**src/rtl/uart_rx_sampler.sv**
```systemverilog
// uart_rx_sampler
//  Oversampling 8N1 UART receiver (LSB first) for the Disk controller's
//  serial command path. RxD is synchronised through two flops. The start bit
//  is validated. Every bit is decided by a 2-of-3 vote around its centre.
//  The receiver also flags framing errors and the idle line that ends a packet.
//
//  Output protocol: there is no valid/ready handshake and no back-pressure.
//  RxD_data_ready is a single-cycle strobe that qualifies RxD_data.
//  RxD_data holds its value until the next good byte overwrites it.
//  RxD_frame_err and RxD_endofpacket are also single-cycle strobes.
//  RxD_data_ready and RxD_frame_err never assert together.
//
//  Ports
//   clk              in   system clock, rising edge
//   rst              in   asynchronous reset, active-high
//   RxD              in   raw serial input (asynchronous, mark = 1)
//   RxD_data         out  last received byte
//   RxD_data_ready   out  1-cycle strobe, RxD_data valid
//   RxD_frame_err    out  1-cycle strobe, stop bit sampled 0
//   RxD_idle         out  line idle for >= GAP_BITS bit-times
//   RxD_endofpacket  out  1-cycle strobe on idle onset after >= 1 byte
//   Rx_busy          out  receiver FSM not in IDLE
//   state_dbg        out  current FSM state encoding, for debug/checkers
module uart_rx_sampler #(
  parameter int unsigned CLK_FREQ   = 100_000_000,
  parameter int unsigned BAUD       = 115200,
  parameter int unsigned OVERSAMPLE = 16,
  parameter int unsigned GAP_BITS   = 10
) (
  input  logic       clk,
  input  logic       rst,
  input  logic       RxD,
  output logic [7:0] RxD_data,
  output logic       RxD_data_ready,
  output logic       RxD_frame_err,
  output logic       RxD_idle,
  output logic       RxD_endofpacket,
  output logic       Rx_busy,
  output logic [2:0] state_dbg
);

  // Tick divider, rounded to the nearest integer.
  localparam int unsigned DIV = 32'((64'(CLK_FREQ) + (64'(BAUD) * 64'(OVERSAMPLE)) / 2)
                                    / (64'(BAUD) * 64'(OVERSAMPLE)));
  localparam int DIV_W   = (DIV > 1) ? $clog2(DIV) : 1;
  localparam int SC_W    = $clog2(OVERSAMPLE);
  localparam int GAP_MAX = GAP_BITS * OVERSAMPLE;
  localparam int GAP_W   = $clog2(GAP_MAX + 1);

  localparam logic [SC_W-1:0] SC_LAST = SC_W'(OVERSAMPLE - 1);
  localparam logic [SC_W-1:0] SC_PRE  = SC_W'(OVERSAMPLE / 2 - 1);
  localparam logic [SC_W-1:0] SC_MID  = SC_W'(OVERSAMPLE / 2);
  localparam logic [SC_W-1:0] SC_POST = SC_W'(OVERSAMPLE / 2 + 1);

  typedef enum logic [2:0] {
    ST_IDLE  = 3'd0,
    ST_START = 3'd1,
    ST_DATA  = 3'd2,
    ST_STOP  = 3'd3,
    ST_BREAK = 3'd4
  } state_t;

  state_t            state, state_next;
  logic [DIV_W-1:0]  div_cnt;
  logic              os_tick;
  logic              rxd_meta, rxs;
  logic [SC_W-1:0]   sc;
  logic [2:0]        bitcnt;
  logic [7:0]        shreg;
  logic              s_pre, s_mid;
  logic              vote, at_vote, at_wrap;
  logic              byte_ok, frame_bad, enter_start;
  logic [GAP_W-1:0]  gap_cnt;
  logic              got_byte;

  // Free-running oversample tick.
  assign os_tick = (div_cnt == DIV_W'(DIV - 1));

  always_ff @(posedge clk or posedge rst) begin
    if (rst) div_cnt <= '0;
    else if (os_tick) div_cnt <= '0;
    else div_cnt <= div_cnt + DIV_W'(1);
  end

  // Two-flop synchroniser, reset to mark so reset never looks like a start bit.
  always_ff @(posedge clk or posedge rst) begin
    if (rst) begin
      rxd_meta <= 1'b1;
      rxs      <= 1'b1;
    end else begin
      rxd_meta <= RxD;
      rxs      <= rxd_meta;
    end
  end

  // The third sample is rxs itself on the deciding tick.
  assign vote    = (s_pre & s_mid) | (s_pre & rxs) | (s_mid & rxs);
  assign at_vote = os_tick && (sc == SC_POST);
  assign at_wrap = os_tick && (sc == SC_LAST);

  always_ff @(posedge clk or posedge rst) begin
    if (rst) state <= ST_IDLE;
    else state <= state_next;
  end

  always_comb begin
    state_next  = state;
    byte_ok     = 1'b0;
    frame_bad   = 1'b0;
    enter_start = 1'b0;
    case (state)
      ST_IDLE: begin
        if (os_tick && !rxs) begin
          state_next  = ST_START;
          enter_start = 1'b1;
        end
      end
      ST_START: begin
        // A start bit that votes high was a glitch.
        if (at_vote && vote) state_next = ST_IDLE;
        else if (at_wrap) state_next = ST_DATA;
      end
      ST_DATA: begin
        if (at_wrap && bitcnt == 3'd7) state_next = ST_STOP;
      end
      ST_STOP: begin
        // Leave at mid-stop so a back-to-back start edge is not missed.
        if (at_vote) begin
          if (vote) begin
            byte_ok    = 1'b1;
            state_next = ST_IDLE;
          end else begin
            frame_bad  = 1'b1;
            state_next = ST_BREAK;
          end
        end
      end
      ST_BREAK: begin
        if (os_tick && rxs) state_next = ST_IDLE;
      end
      default: state_next = ST_IDLE;
    endcase
  end

  // Sample counter sits at 0 in IDLE. The detecting tick therefore counts as sc = 0.
  always_ff @(posedge clk or posedge rst) begin
    if (rst) sc <= '0;
    else if (state == ST_IDLE) sc <= '0;
    else if (os_tick) sc <= (sc == SC_LAST) ? '0 : sc + SC_W'(1);
  end

  always_ff @(posedge clk or posedge rst) begin
    if (rst) begin
      s_pre  <= 1'b1;
      s_mid  <= 1'b1;
      bitcnt <= '0;
      shreg  <= '0;
    end else begin
      if (os_tick && sc == SC_PRE) s_pre <= rxs;
      if (os_tick && sc == SC_MID) s_mid <= rxs;
      if (state == ST_START) bitcnt <= '0;
      else if (state == ST_DATA && at_wrap) bitcnt <= bitcnt + 3'd1;
      // LSB arrives first, so shift in at the MSB.
      if (state == ST_DATA && at_vote) shreg <= {vote, shreg[7:1]};
    end
  end

  always_ff @(posedge clk or posedge rst) begin
    if (rst) begin
      RxD_data        <= '0;
      RxD_data_ready  <= 1'b0;
      RxD_frame_err   <= 1'b0;
      RxD_idle        <= 1'b0;
      RxD_endofpacket <= 1'b0;
      gap_cnt         <= '0;
      got_byte        <= 1'b0;
    end else begin
      RxD_data_ready  <= byte_ok;
      RxD_frame_err   <= frame_bad;
      RxD_endofpacket <= 1'b0;
      if (byte_ok) begin
        RxD_data <= shreg;
        got_byte <= 1'b1;
      end
      if (enter_start) begin
        gap_cnt  <= '0;
        RxD_idle <= 1'b0;
      end else if (state == ST_IDLE && os_tick && rxs && gap_cnt != GAP_W'(GAP_MAX)) begin
        gap_cnt <= gap_cnt + GAP_W'(1);
        if (gap_cnt == GAP_W'(GAP_MAX - 1)) begin
          RxD_idle        <= 1'b1;
          RxD_endofpacket <= got_byte;
          got_byte        <= 1'b0;
        end
      end
    end
  end

  assign Rx_busy   = (state != ST_IDLE);
  assign state_dbg = state;

endmodule
```
**config.mk**
```make
export PLATFORM = sky130hd
export DESIGN_NAME = uart_rx_sampler
export DESIGN_NICKNAME = d
export VERILOG_FILES = /design/src/rtl/uart_rx_sampler.sv
export SDC_FILE = /design/constraint.sdc
export NUM_CORES = 1
export LEC_CHECK = 0
export CAP_MARGIN = 40
export CORE_MARGIN = 4
export CORE_UTILIZATION = 43
export DETAILED_ROUTE_END_ITERATION = 7
export MAX_ROUTING_LAYER = met4
export SYNTH_ARGS = -nofsm -noshare
export SYNTH_HDL_FRONTEND = slang
export SYNTH_SLANG_ARGS = --single-unit
```
**constraint.sdc**
```tcl
create_clock -name clk -period 1.9 [get_ports clk]
set_input_delay 0.19 -clock clk [delete_from_list [all_inputs] [get_ports clk]]
set_output_delay 0.19 -clock clk [all_outputs]
set_load 0.05 [all_outputs]
```
## After elaboration in Yosys (flattened, before gate mapping)

Cells that the tools add are included.

| word-level totals | value |
|---|---|
| flip-flop bits (word level) | 49 |
| output and inout bits | 16 |
| logic and storage cells | 98 |
| input port bits | 3 |

| cells by class | value |
|---|---|
| add/sub/neg operators | 4 |
| reductions and logical operators | 22 |
| equality and inequality tests | 17 |
| bitwise gates (word level) | 5 |
| mux-type cells | 34 |

Operators with widths:

| kind | count |
|---|---|
| two-way mux 3 bit | 9 |
| two-way mux 1 bit | 18 |
| two-way mux 8 bit | 2 |
| one-hot mux 3 bit (5 select lines) | 1 |
| logical AND 1 bit | 13 |
| equality test 4 bit, second input constant | 3 |
| two-way mux 4 bit | 3 |
| adder 8 x 1 -> 8 bit, second input constant | 1 |
| equality test 8 bit, second input constant | 1 |
| inequality test 2 bit, second input constant | 4 |
| inequality test 8 bit, second input constant | 1 |
| nonzero test 2 bit | 4 |
| adder 6 x 1 -> 6 bit, second input constant | 1 |
| equality test 3 x 2 -> 1 bit, second input constant | 2 |
| equality test 3 bit, second input constant | 2 |
| equality test 6 bit, second input constant | 1 |
| two-way mux 6 bit | 1 |
| AND reduction 5 bit | 1 |
| adder 4 x 1 -> 4 bit, second input constant | 1 |
| equality test 4 x 3 -> 1 bit, second input constant | 1 |
| adder 3 x 1 -> 3 bit, second input constant | 1 |
| AND 1 bit | 3 |
| equality test 3 x 1 -> 1 bit, second input constant | 1 |
| logical NOT 3 bit | 1 |
| other kinds (5) | 6 |

## Longest topological paths before layout

Gate-level depths: netlist of the first run.

| logic depth | value |
|---|---|
| depth after elaboration | 10 |
| gate-level depth with buffers | 7 |
| depth with buffers taken out | 6 |

## Least setup slack after synthesis of the first run

No wires, ideal clock.

| path | value |
|---|---|
| path kind | register -> register |
| from | register state[2], in the netlist state_dbg[2] |
| to | register gap_cnt[5] |
| data arrival time | 1853 ps |
| period minus slack after synthesis | 1930 ps |
| data required time | 1824 ps |
| buffers on the path | 1 |
| library setup time | 76 ps |
| slack | -30 ps |
| stages on the path, launching flop included | 7 |
| path through | dfrtp_1 -> buf_6 -> nor3_4 -> inv_2 -> nor3_1 -> nand4_1 -> o21ai_1 |

| between the ends | value |
|---|---|
| longest elaborated chain between the ends | 5 |
| elaborated cells on any way between the ends | 7 |
| classes of those cells | mux: 2; reduce/logical: 5 |

RTL lines:

| item | line | text |
|---|---|---|
| start: declaration | 63 | `state_t state, state_next;` |
| start signal: assignment | 103 | `else state <= state_next;` |
| logical NOT 3 bit (*) | 111, 188 |  |
| logical AND 1 bit (3 in a row) | 188 | `end else if (state == ST_IDLE && os_tick && rxs && gap_cnt != GAP_W'(GAP_MAX)) begin` |
| nonzero test 2 bit (no line) | n/a |  |
| end signal: assignment | 189 | `gap_cnt <= gap_cnt + GAP_W'(1);` |
| end: declaration | 73 | `logic [GAP_W-1:0] gap_cnt;` |

Every way passes the cells marked *; elsewhere a longest branch is shown, timed or not.
A chain may end at the register's enable or synchronous reset.

## Worst setup path after layout of the first run

| path | value |
|---|---|
| from | register state[2], in the netlist state_dbg[2] |
| to | output port state_dbg[2] |

RTL lines:

| item | line | text |
|---|---|---|
| end: declaration | 39 | `output logic [2:0] state_dbg` |

No word-level cell between the ends.

==> metrics, run 1 <==
Tot GR Track Use 0.152; Inst Count DP 323; Layout Nets 274; clock slew at reported path FFs 0.10 ns; P_leak 0.00134 uW; Max Cap Violations 0; Setup Skew 0.0126 ns; fraction of registers with async set/reset 1.00; global-route wire length before repair 8.45 mm; wire length per cell 14.8 um; Core Util, Final 0.547; Routed Antenna Nets 0; status complete, no violations; final cell count without fillers 335; Remaining DRCs 0; Tcrit/Tclk final 0.967; slowest cell on the critical path clkdlybuf4s50_1; routed vias/inst 5.47; total via count in the routed design 1833; top-count cell post-synth dfrtp_1; clk sinks 49; # H-tree levels 2; sw frac 0.237; Slew Viols, Final 0; clock tree buffer depth 2; critical path startpoint category register; sequential fraction of the synthesis area 0.493; Setup crit end kind primary output; Clock Power Share 0.376; Post-Syn Nets 232; largest net degree at the start of global routing 50; n_diodes 0; Area Overhead vs Synth 22.2%; Yosys Warn Count 0; Fmax 544 MHz; Initial Utilization 0.448; Synth area leaders dfrtp_1, mux2_4, ha_1; register bit total from synthesis 49; GPL Wtd Cong 0.876; top cells by count, synth dfrtp_1, nor2_1, a21oi_1, nand3_1, o21ai_0; total gr overflow 0; CP peak stage delay 0.84 ns; antenna violations before repair 0; CTS tree built; Synth area leader dfrtp_1; HP Class in -> async; hpwl dp 3.43 mm; root buffer cell clkbuf_8; Top FF cell, synth dfrtp_1; drt total wl 4.95 mm; P per Cell Area 570 mW/mm2; post-synth top area share 0.451; share of post-route cells with drive strength above 1 0.255; cell area after synthesis 0.00250 mm2; die footprint 0.00709 mm2; CP top delay family buffers and inverters; switching pwr 412 uW; VDD IR-drop max 296 uV; # IOs 19; clk_lat worst skew 0.31 ns; critical path cell sequence clkdlybuf4s50_1; CP Buf/Inv Count 1; Core Region 0.00557 mm2; fin crit period 1.84 ns; Cell Int Power 1330 uW; Seq pwr share 0.604; number of flops mapped to enable cells by yosys 0; Tightest Pin Transition 0.527 ns; critical path required time 1.71 ns; vias in the first global route 1729; cells after synthesis 220; Gate power share 0.021; worst rel slew slack 0.649; Crit Path Max Fanout 11; critical path class reg -> out; PortBufs 18; Iteration-0 DRC Markers 52; chip width 84.2 um; CTS Buf Count 5; number of core rows 27; final hold slack 0.216 ns; drt pass-1 iters 4; final setup vio count 0; final hold violations 0; synthesized area per cell 11.3 um2; Worst Path Arrival 1.65 ns; height of the die 84.2 um; post-synth cell types 56
## worst paths after layout
path	start	endpoint	cells after the start	slack, ns
worst max-delay path	state_dbg[2]	state_dbg[2]	1	0.06
worst max register to register	sc[1]	RxD_data[6]	7	0.07
worst min register to register	rxd_meta	rxs	0	0.36
min in group clk	RxD	rxd_meta	1	0.28
max in group asynchronous	rst	s_pre	3	1.40
worst min-delay path	rst	RxD_data[2]	3	0.22
## tightest hold or removal path, stage by stage
cell,delay [ns]
clkdlybuf4s50_1,0.41
inv_2,0.07
buf_12,0.25
## power by group through the flow
stage               registers (uW)  logic, uW  clock network [uW]
global placement              1070       38.0                   0
finish                        1050       36.0                 653
detailed placement            1070       38.3                   0
floorplan                     1070       20.6                   0
global route                  1050       41.6                 715
CTS                           1050       38.3                 673
## placed cells by master (no fill, tap or decap), drive strengths merged, types with 10 or more instances in the layout
cell,Yosys,final
dfrtp,45,45
buf,4,26
mux2,18,18
clkdlybuf4s50,0,15
nor2,14,15
inv,11,13
a21oi,12,12
o21ai,12,12
nand3,12,12
nand2,10,10
## layer usage
metal / part of all wire / vias up / track usage / routed length (um)
met1: 0.49 / 895 / 0.208 / 2420
met4: 0.0097 / 0 / 0.0526 / 48
met5: 0 / - / - / 0
met2: 0.46 / 31 / 0.222 / 2300
li1: - / 902 / - / -
met3: 0.037 / 5 / 0.0353 / 183
## through the flow
| step | TNS [ns] | power (uW) | worst slack (ns) | cell area (um2) |
|---|---|---|---|---|
| after floorplan | 0 | 1090 | 0.0681 | 2500 |
| after global placement | 0 | 1110 | 0.100 | 2900 |
| after detailed placement | 0 | 1110 | 0.0498 | 2900 |
| after CTS | 0 | 1760 | 0.0463 | 2990 |
| after global routing | -0.00273 | 1810 | -0.00179 | 3050 |
| final | 0 | 1740 | 0.0619 | 3050 |
## cells by family (layout without fill, tap and decap cells)
logic type               count (synthesis)  after routing  synth area share
AND/OR/NAND/NOR                         73             74             0.189
flip-flops                              49             49             0.493
AO/OA/AOI/OAI                           48             48             0.129
multiplexers                            18             18            0.0932
buffers and inverters                   18             60            0.0316
adder cells (fa/ha/maj)                 10             10            0.0491
XOR/XNOR                                 4              4            0.0140
## registers in the layout (all words and copies together), names as in the netlist
name / count
gap_cnt: 8
RxD_data_ready: 1
s_pre: 1
got_byte: 1
rxd_meta: 1
RxD_frame_err: 1
RxD_data: 8
bitcnt: 3
shreg: 8
rxs: 1
state_dbg: 3
RxD_endofpacket: 1
div_cnt: 6
RxD_idle: 1
sc: 4
s_mid: 1
## what timing repair did
action | 4_1_cts | 5_1_grt
hold buffers | 0 | 0
buffers inserted | 0 | 3
setup endpoints to repair | 0 | 15
gates resized for setup | 0 | 7
## layout make-up
type | instances | area (um2)
multi-input combinational | 154 | 1220
fill | 507 | 2520
timing repair buffer | 41 | 370
tap | 72 | 90.1
sequential | 49 | 1230
clock inverter | 3 | 25.0
inverter | 11 | 41.3
clock buffer | 5 | 68.8
(Power assumes the default switching activity.)
==> run 2: changes to the inputs <==
--- a/config.mk
+++ b/config.mk
@@ -9,6 +9,7 @@
 export CORE_MARGIN = 4
 export CORE_UTILIZATION = 43
 export DETAILED_ROUTE_END_ITERATION = 7
+export GPL_ROUTABILITY_DRIVEN = 0
 export MAX_ROUTING_LAYER = met4
 export SYNTH_ARGS = -nofsm -noshare
 export SYNTH_HDL_FRONTEND = slang
==> results of run 2 <==
The final DEF is identical to that of run 1; final timing and power are the same.
